File: src/rtl/uart_rx.sv
// 8N1 UART receiver: two-flop input synchroniser, bit-centre sampling FSM and a
// one-entry output buffer with valid/ready handshake plus frame/overrun pulses.
module uart_rx #(
    parameter int FREQ = 27_000_000,
    parameter int BAUD = 115200
) (
    input  logic       clk_i,
    input  logic       rstn_i,
    input  logic       uart_rx_i,
    output logic [7:0] data_o,
    output logic       valid_o,
    input  logic       ready_i,
    output logic       frame_err_o,
    output logic       overrun_o
);
    localparam int CPB  = FREQ / BAUD;
    localparam int HALF = CPB / 2;
    localparam int TW   = $clog2(CPB);
    localparam logic [TW-1:0] T_HALF = TW'(HALF - 1);
    localparam logic [TW-1:0] T_FULL = TW'(CPB - 1);

    if (CPB < 4) begin : g_bad_cpb
        $error("uart_rx: FREQ/BAUD must be at least 4");
    end

    typedef enum logic [2:0] {
        S_IDLE,
        S_START,
        S_DATA,
        S_STOP,
        S_WAIT_HIGH
    } state_t;

    state_t          r_state;
    logic [TW-1:0]   r_timer;
    logic [2:0]      r_idx;
    logic [7:0]      r_shift;
    logic [7:0]      r_data;
    logic            r_valid;
    logic            r_ferr;
    logic            r_ovr;
    logic            r_rx_p0;
    logic            r_rx_p1;
    logic            w_rx_s;

    // Synchroniser stages
    always_ff @(posedge clk_i or negedge rstn_i) begin
        if (!rstn_i) begin
            r_rx_p0 <= 1'b1;
            r_rx_p1 <= 1'b1;
        end else begin
            r_rx_p0 <= uart_rx_i;
            r_rx_p1 <= r_rx_p0;
        end
    end

    assign w_rx_s = r_rx_p1;

    // Shift register holds only data; stale bits are overwritten by every frame
    always_ff @(posedge clk_i) begin
        if (r_state == S_DATA && r_timer == T_FULL) begin
            r_shift[r_idx] <= w_rx_s;
        end
    end

    // Framing FSM and output buffer
    always_ff @(posedge clk_i or negedge rstn_i) begin
        if (!rstn_i) begin
            r_state <= S_IDLE;
            r_timer <= '0;
            r_idx   <= '0;
            r_data  <= '0;
            r_valid <= 1'b0;
            r_ferr  <= 1'b0;
            r_ovr   <= 1'b0;
        end else begin
            r_ferr <= 1'b0;
            r_ovr  <= 1'b0;
            if (r_valid && ready_i) begin
                r_valid <= 1'b0;
            end
            unique case (r_state)
                S_IDLE: begin
                    // The detecting cycle is the first tick of the start bit
                    if (!w_rx_s) begin
                        r_state <= S_START;
                        r_timer <= TW'(1);
                    end else begin
                        r_timer <= '0;
                    end
                end
                S_START: begin
                    if (r_timer == T_HALF) begin
                        if (w_rx_s) begin
                            r_state <= S_IDLE;
                        end else begin
                            r_state <= S_DATA;
                            r_timer <= '0;
                            r_idx   <= '0;
                        end
                    end else begin
                        r_timer <= r_timer + TW'(1);
                    end
                end
                S_DATA: begin
                    if (r_timer == T_FULL) begin
                        r_timer <= '0;
                        r_idx   <= r_idx + 3'd1;
                        if (r_idx == 3'd7) begin
                            r_state <= S_STOP;
                        end
                    end else begin
                        r_timer <= r_timer + TW'(1);
                    end
                end
                S_STOP: begin
                    if (r_timer == T_FULL) begin
                        r_timer <= '0;
                        if (w_rx_s) begin
                            r_state <= S_IDLE;
                            if (!r_valid || ready_i) begin
                                r_data  <= r_shift;
                                r_valid <= 1'b1;
                            end else begin
                                r_ovr <= 1'b1;
                            end
                        end else begin
                            r_state <= S_WAIT_HIGH;
                            r_ferr  <= 1'b1;
                        end
                    end else begin
                        r_timer <= r_timer + TW'(1);
                    end
                end
                S_WAIT_HIGH: begin
                    if (w_rx_s) begin
                        r_state <= S_IDLE;
                    end
                end
                default: r_state <= S_IDLE;
            endcase
        end
    end

    assign data_o      = r_data;
    assign valid_o     = r_valid;
    assign frame_err_o = r_ferr;
    assign overrun_o   = r_ovr;

endmodule

File: config.mk
export PLATFORM = sky130hd
export DESIGN_NAME = uart_rx
export DESIGN_NICKNAME = d
export VERILOG_FILES = /design/src/rtl/uart_rx.sv
export SDC_FILE = /design/constraint.sdc
export NUM_CORES = 1
export LEC_CHECK = 0
export BUFFER_PORTS_ARGS = -buffer_cell sky130_fd_sc_hd__buf_4
export CORE_UTILIZATION = 39
export DETAILED_ROUTE_END_ITERATION = 12
export HOLD_SLACK_MARGIN = 0.08
export PLACE_DENSITY = 0.66
export SYNTH_ARGS = -nofsm -noshare
export SYNTH_HDL_FRONTEND = slang
export SYNTH_SLANG_ARGS = --single-unit
File: constraint.sdc
create_clock -name clk_i -period 1.9 [get_ports clk_i]
set_clock_uncertainty 0.2 [all_clocks]
set_input_delay 0.38 -clock clk_i [delete_from_list [all_inputs] [get_ports clk_i]]
set_output_delay 0.38 -clock clk_i [all_outputs]
set_load 0.05 [all_outputs]
==> flow_summary.toml <==
[placement]
gp_congestion = 0.852
dp.cells = 216
postPlaceCellArea_sq_um = 1930
buffer_ports.inserted = 14
post-dp-hpwl_mm = 2.25

[timing]
worstMarginPinSlew_ns = 0.406
timing.setup.tns_ns = -0.105
timing.final.hold_violations = 0
endpoints_failing_setup = 7
report.final.slew_viol_count = 0
grt_setup_unrepaired = "true"
max_clock_freq_mhz = 517
final.min_clock_period_ns = 1.93
max_slew_margin = 0.729
setup_ws_ns = -0.0350
period_share = 1.02

[logic_synthesis]
synth.area.top_cells = "sky130_fd_sc_hd__dfrtp_1 (37%), sky130_fd_sc_hd__edfxtp_1 (14%), sky130_fd_sc_hd__mux2_2 (5.3%)"
async_reset_ff_frac = 0.771
post-synth-top-area-fraction = 0.371
ys_seq_elements = 35
number_of_synthesized_flops_with_an_enable_pin = 8
count_of_synthesis_stage_warnings_from_yosys = 0
syn-instance-count = 143
synthesis.area_per_instance_sq_um = 11.8
synth_top_cells_by_count = "sky130_fd_sc_hd__dfrtp_1 (25), sky130_fd_sc_hd__nor2_1 (11), sky130_fd_sc_hd__edfxtp_1 (8), sky130_fd_sc_hd__mux2_2 (8)"
mappedNetlistNets = 152
synthMostInstantiatedCell = "sky130_fd_sc_hd__dfrtp_1"
ys_seq_area_frac = 0.545
synth_area_sq_um = 1690
post-synth-top-area-cell = "sky130_fd_sc_hd__dfrtp_1"
ys.flop_type = "sky130_fd_sc_hd__dfrtp_1"
post_synth_num_cell_types = 46

[power]
vdd_ir_drop_max_mv = 0.376
powerDensity_nw_per_um2 = 685
leakage_nw = 0.982

[drt]
first_pass_iters = 4
wl_met1_mm = 1.44
post_drt_via_cell_ratio = 5.40
detailroute.via_count = 1226
detail_route.iter0.violations = 41
ant_nets = 0
met2_length_mm = 1.66
detailroute.wirelength.met3_um = 138
totalWireLength_mm = 3.31
highest_layer = "met4"
wl_per_cell_um = 14.6
drc = 0

[grt]
grt.total_usage = 0.162
grt_first_pass_wirelength_mm = 5.30
first_global_vias = 1191
initial_antenna_violation_count = 0
globalRouteOverflowTotal = 0
grt_start_max_net_pins = 28

[critical_path]
setup.worst_path.end_class = "flop"
worstPathCellList = "inv_2, ha_4, and4bb_2, and4b_2, nand2_4, nor3_2"
critical_path_startpoint_category = "flop"
required_ns = 1.71
crit_fanout = 4
critPathArrivalTime_ns = 1.74
worst_path_largest_cell_delay_ns = 0.40
setup.worst_path.class = "reg2reg"
cpMaxStageDelayCell = "sky130_fd_sc_hd__dfrtp_1"

[clock_tree]
tritoncts_clock_tree = "done"
numClockSinks = 35
max-clock-path-buffers = 2
clk_pin_slew_ns = 0.08
h-tree-depth = 2
cts-buffers-inserted = 5
clk_lat_worst_skew_ns = 0.29
clockRootBuffer = "sky130_fd_sc_hd__clkbuf_8"

[finish]
layout.cells.non_filler = 227
post_route_cells_drive_above_1_share = 0.384
fin_area_sq_um = 2160
design.final.nets = 185
area_grow_syn2layout_pct = 28.0
layout.core_utilization = 0.528
antenna-diode-count = 0

[min_path]
hold_path_class = "reg2reg"

[floorplanning]
design.die.area_sq_um = 4590
core_sq_um = 4090
initial_core_utilization = 0.412
total_number_of_placement_rows = 23
die_height_um = 67.7
io_pins = 15
die_width_um = 67.7

[flow_run]
drv.max_cap_violation_count = 0

[status]
failed_checks = "negative setup slack"
outcome = "complete, but fails checks"
[repair_timing]
item                                    4_1_cts  5_1_grt
hold buffers                                  2        0
setup buffers                                 0        1
pin swaps                                     2        3
endpoints found under the setup margin       26       28
hold endpoints to repair                     26        0
gates resized for setup                       5       19
[flip-flops by register name (all words and copies together) (netlist names)]
| signal | count |
|---|---|
| overrun_o | 1 |
| data_o | 8 |
| frame_err_o | 1 |
| r_rx_p0 | 1 |
| r_timer | 8 |
| r_state | 3 |
| r_shift | 8 |
| r_rx_p1 | 1 |
| valid_o | 1 |
| r_idx | 3 |
[critical path, delay by kind of cell, from the launching register on]
| family | cells | cell delay, ns |
|---|---|---|
| AND/OR/NAND/NOR | 4 | 0.82 |
| flip-flops | 1 | 0.40 |
| adder cells (fa/ha/maj) | 1 | 0.13 |
| buffers and inverters | 1 | 0.10 |
[power by group]
group / switching (mW) / leakage, nW / total, mW / internal [mW]
Clock: 0.285 / 0.0581 / 0.675 / 0.390
Sequential: 0.00358 / 0.421 / 0.776 / 0.772
Combinational: 0.0165 / 0.504 / 0.0262 / 0.00971
[cells in the final DEF, fill, tap and decap left out, types with 3 or more instances in the layout]
cell type	Yosys	final
sky130_fd_sc_hd__nand2_1	6	5
sky130_fd_sc_hd__ha_1	5	4
sky130_fd_sc_hd__mux2_2	8	6
sky130_fd_sc_hd__a21oi_1	7	7
sky130_fd_sc_hd__edfxtp_1	8	8
sky130_fd_sc_hd__nand3_1	5	5
sky130_fd_sc_hd__xnor2_1	3	3
sky130_fd_sc_hd__nor2b_1	4	4
sky130_fd_sc_hd__nand2b_1	7	6
sky130_fd_sc_hd__buf_4	1	30
sky130_fd_sc_hd__nor2_1	11	7
sky130_fd_sc_hd__dfrtp_1	25	23
sky130_fd_sc_hd__inv_1	5	4
sky130_fd_sc_hd__clkbuf_8	0	5
[stage by stage]
stage	total power [mW]	setup slack (ns)	hold WS (ns)
6_report	1.48	-0.0350	0.160
5_1_grt	1.53	-0.102	0.167
4_1_cts	1.50	-0.0493	0.160
3_5_place_dp	0.814	-0.0886	0.122
3_3_place_gp	0.814	-0.0391	0.111
2_1_floorplan	0.794	0.0138	-0.116
[final cells by class]
class                      count  area [sq um]
clock buffer                   5          68.8
clock inverter                 3          43.8
fill                         356          1930
inverter                       5          18.8
multi-input combinational     97           797
sequential                    35           921
tap                           50          62.6
timing repair buffer          32           245
[kinds of logic (layout without fill, tap and decap cells)]
group / count (synthesis) / in the layout / synth area share
xor+xnor: 4 / 4 / 0.0208
fa+ha+maj: 5 / 5 / 0.0371
flops: 35 / 35 / 0.545
compound gates: 26 / 26 / 0.117
mux: 9 / 9 / 0.0594
buf+inv: 11 / 45 / 0.0319
simple gates: 53 / 53 / 0.189
[worst paths after layout]
path	start	to	slack (ns)	cells past startpoint
max in group asynchronous	rstn_i	r_rx_p1	0.86	2
min reg2reg	r_rx_p0	r_rx_p1	0.16	0
max reg2reg	r_timer[1]	r_shift[1]	-0.03	6
min in group asynchronous	rstn_i	data_o[4]	0.34	2
max	r_timer[1]	r_shift[1]	-0.03	6
min	r_rx_p0	r_rx_p1	0.16	0
[routing by layer]
| metal | GRT usage | up-vias |
|---|---|---|
| met1 | 0.186 | 612 |
| met2 | 0.264 | 20 |
| li1 | - | 587 |
| met5 | 0 | - |
| met4 | 0.0771 | 0 |
| met3 | 0.0608 | 7 |
(Power assumes the default switching activity.)
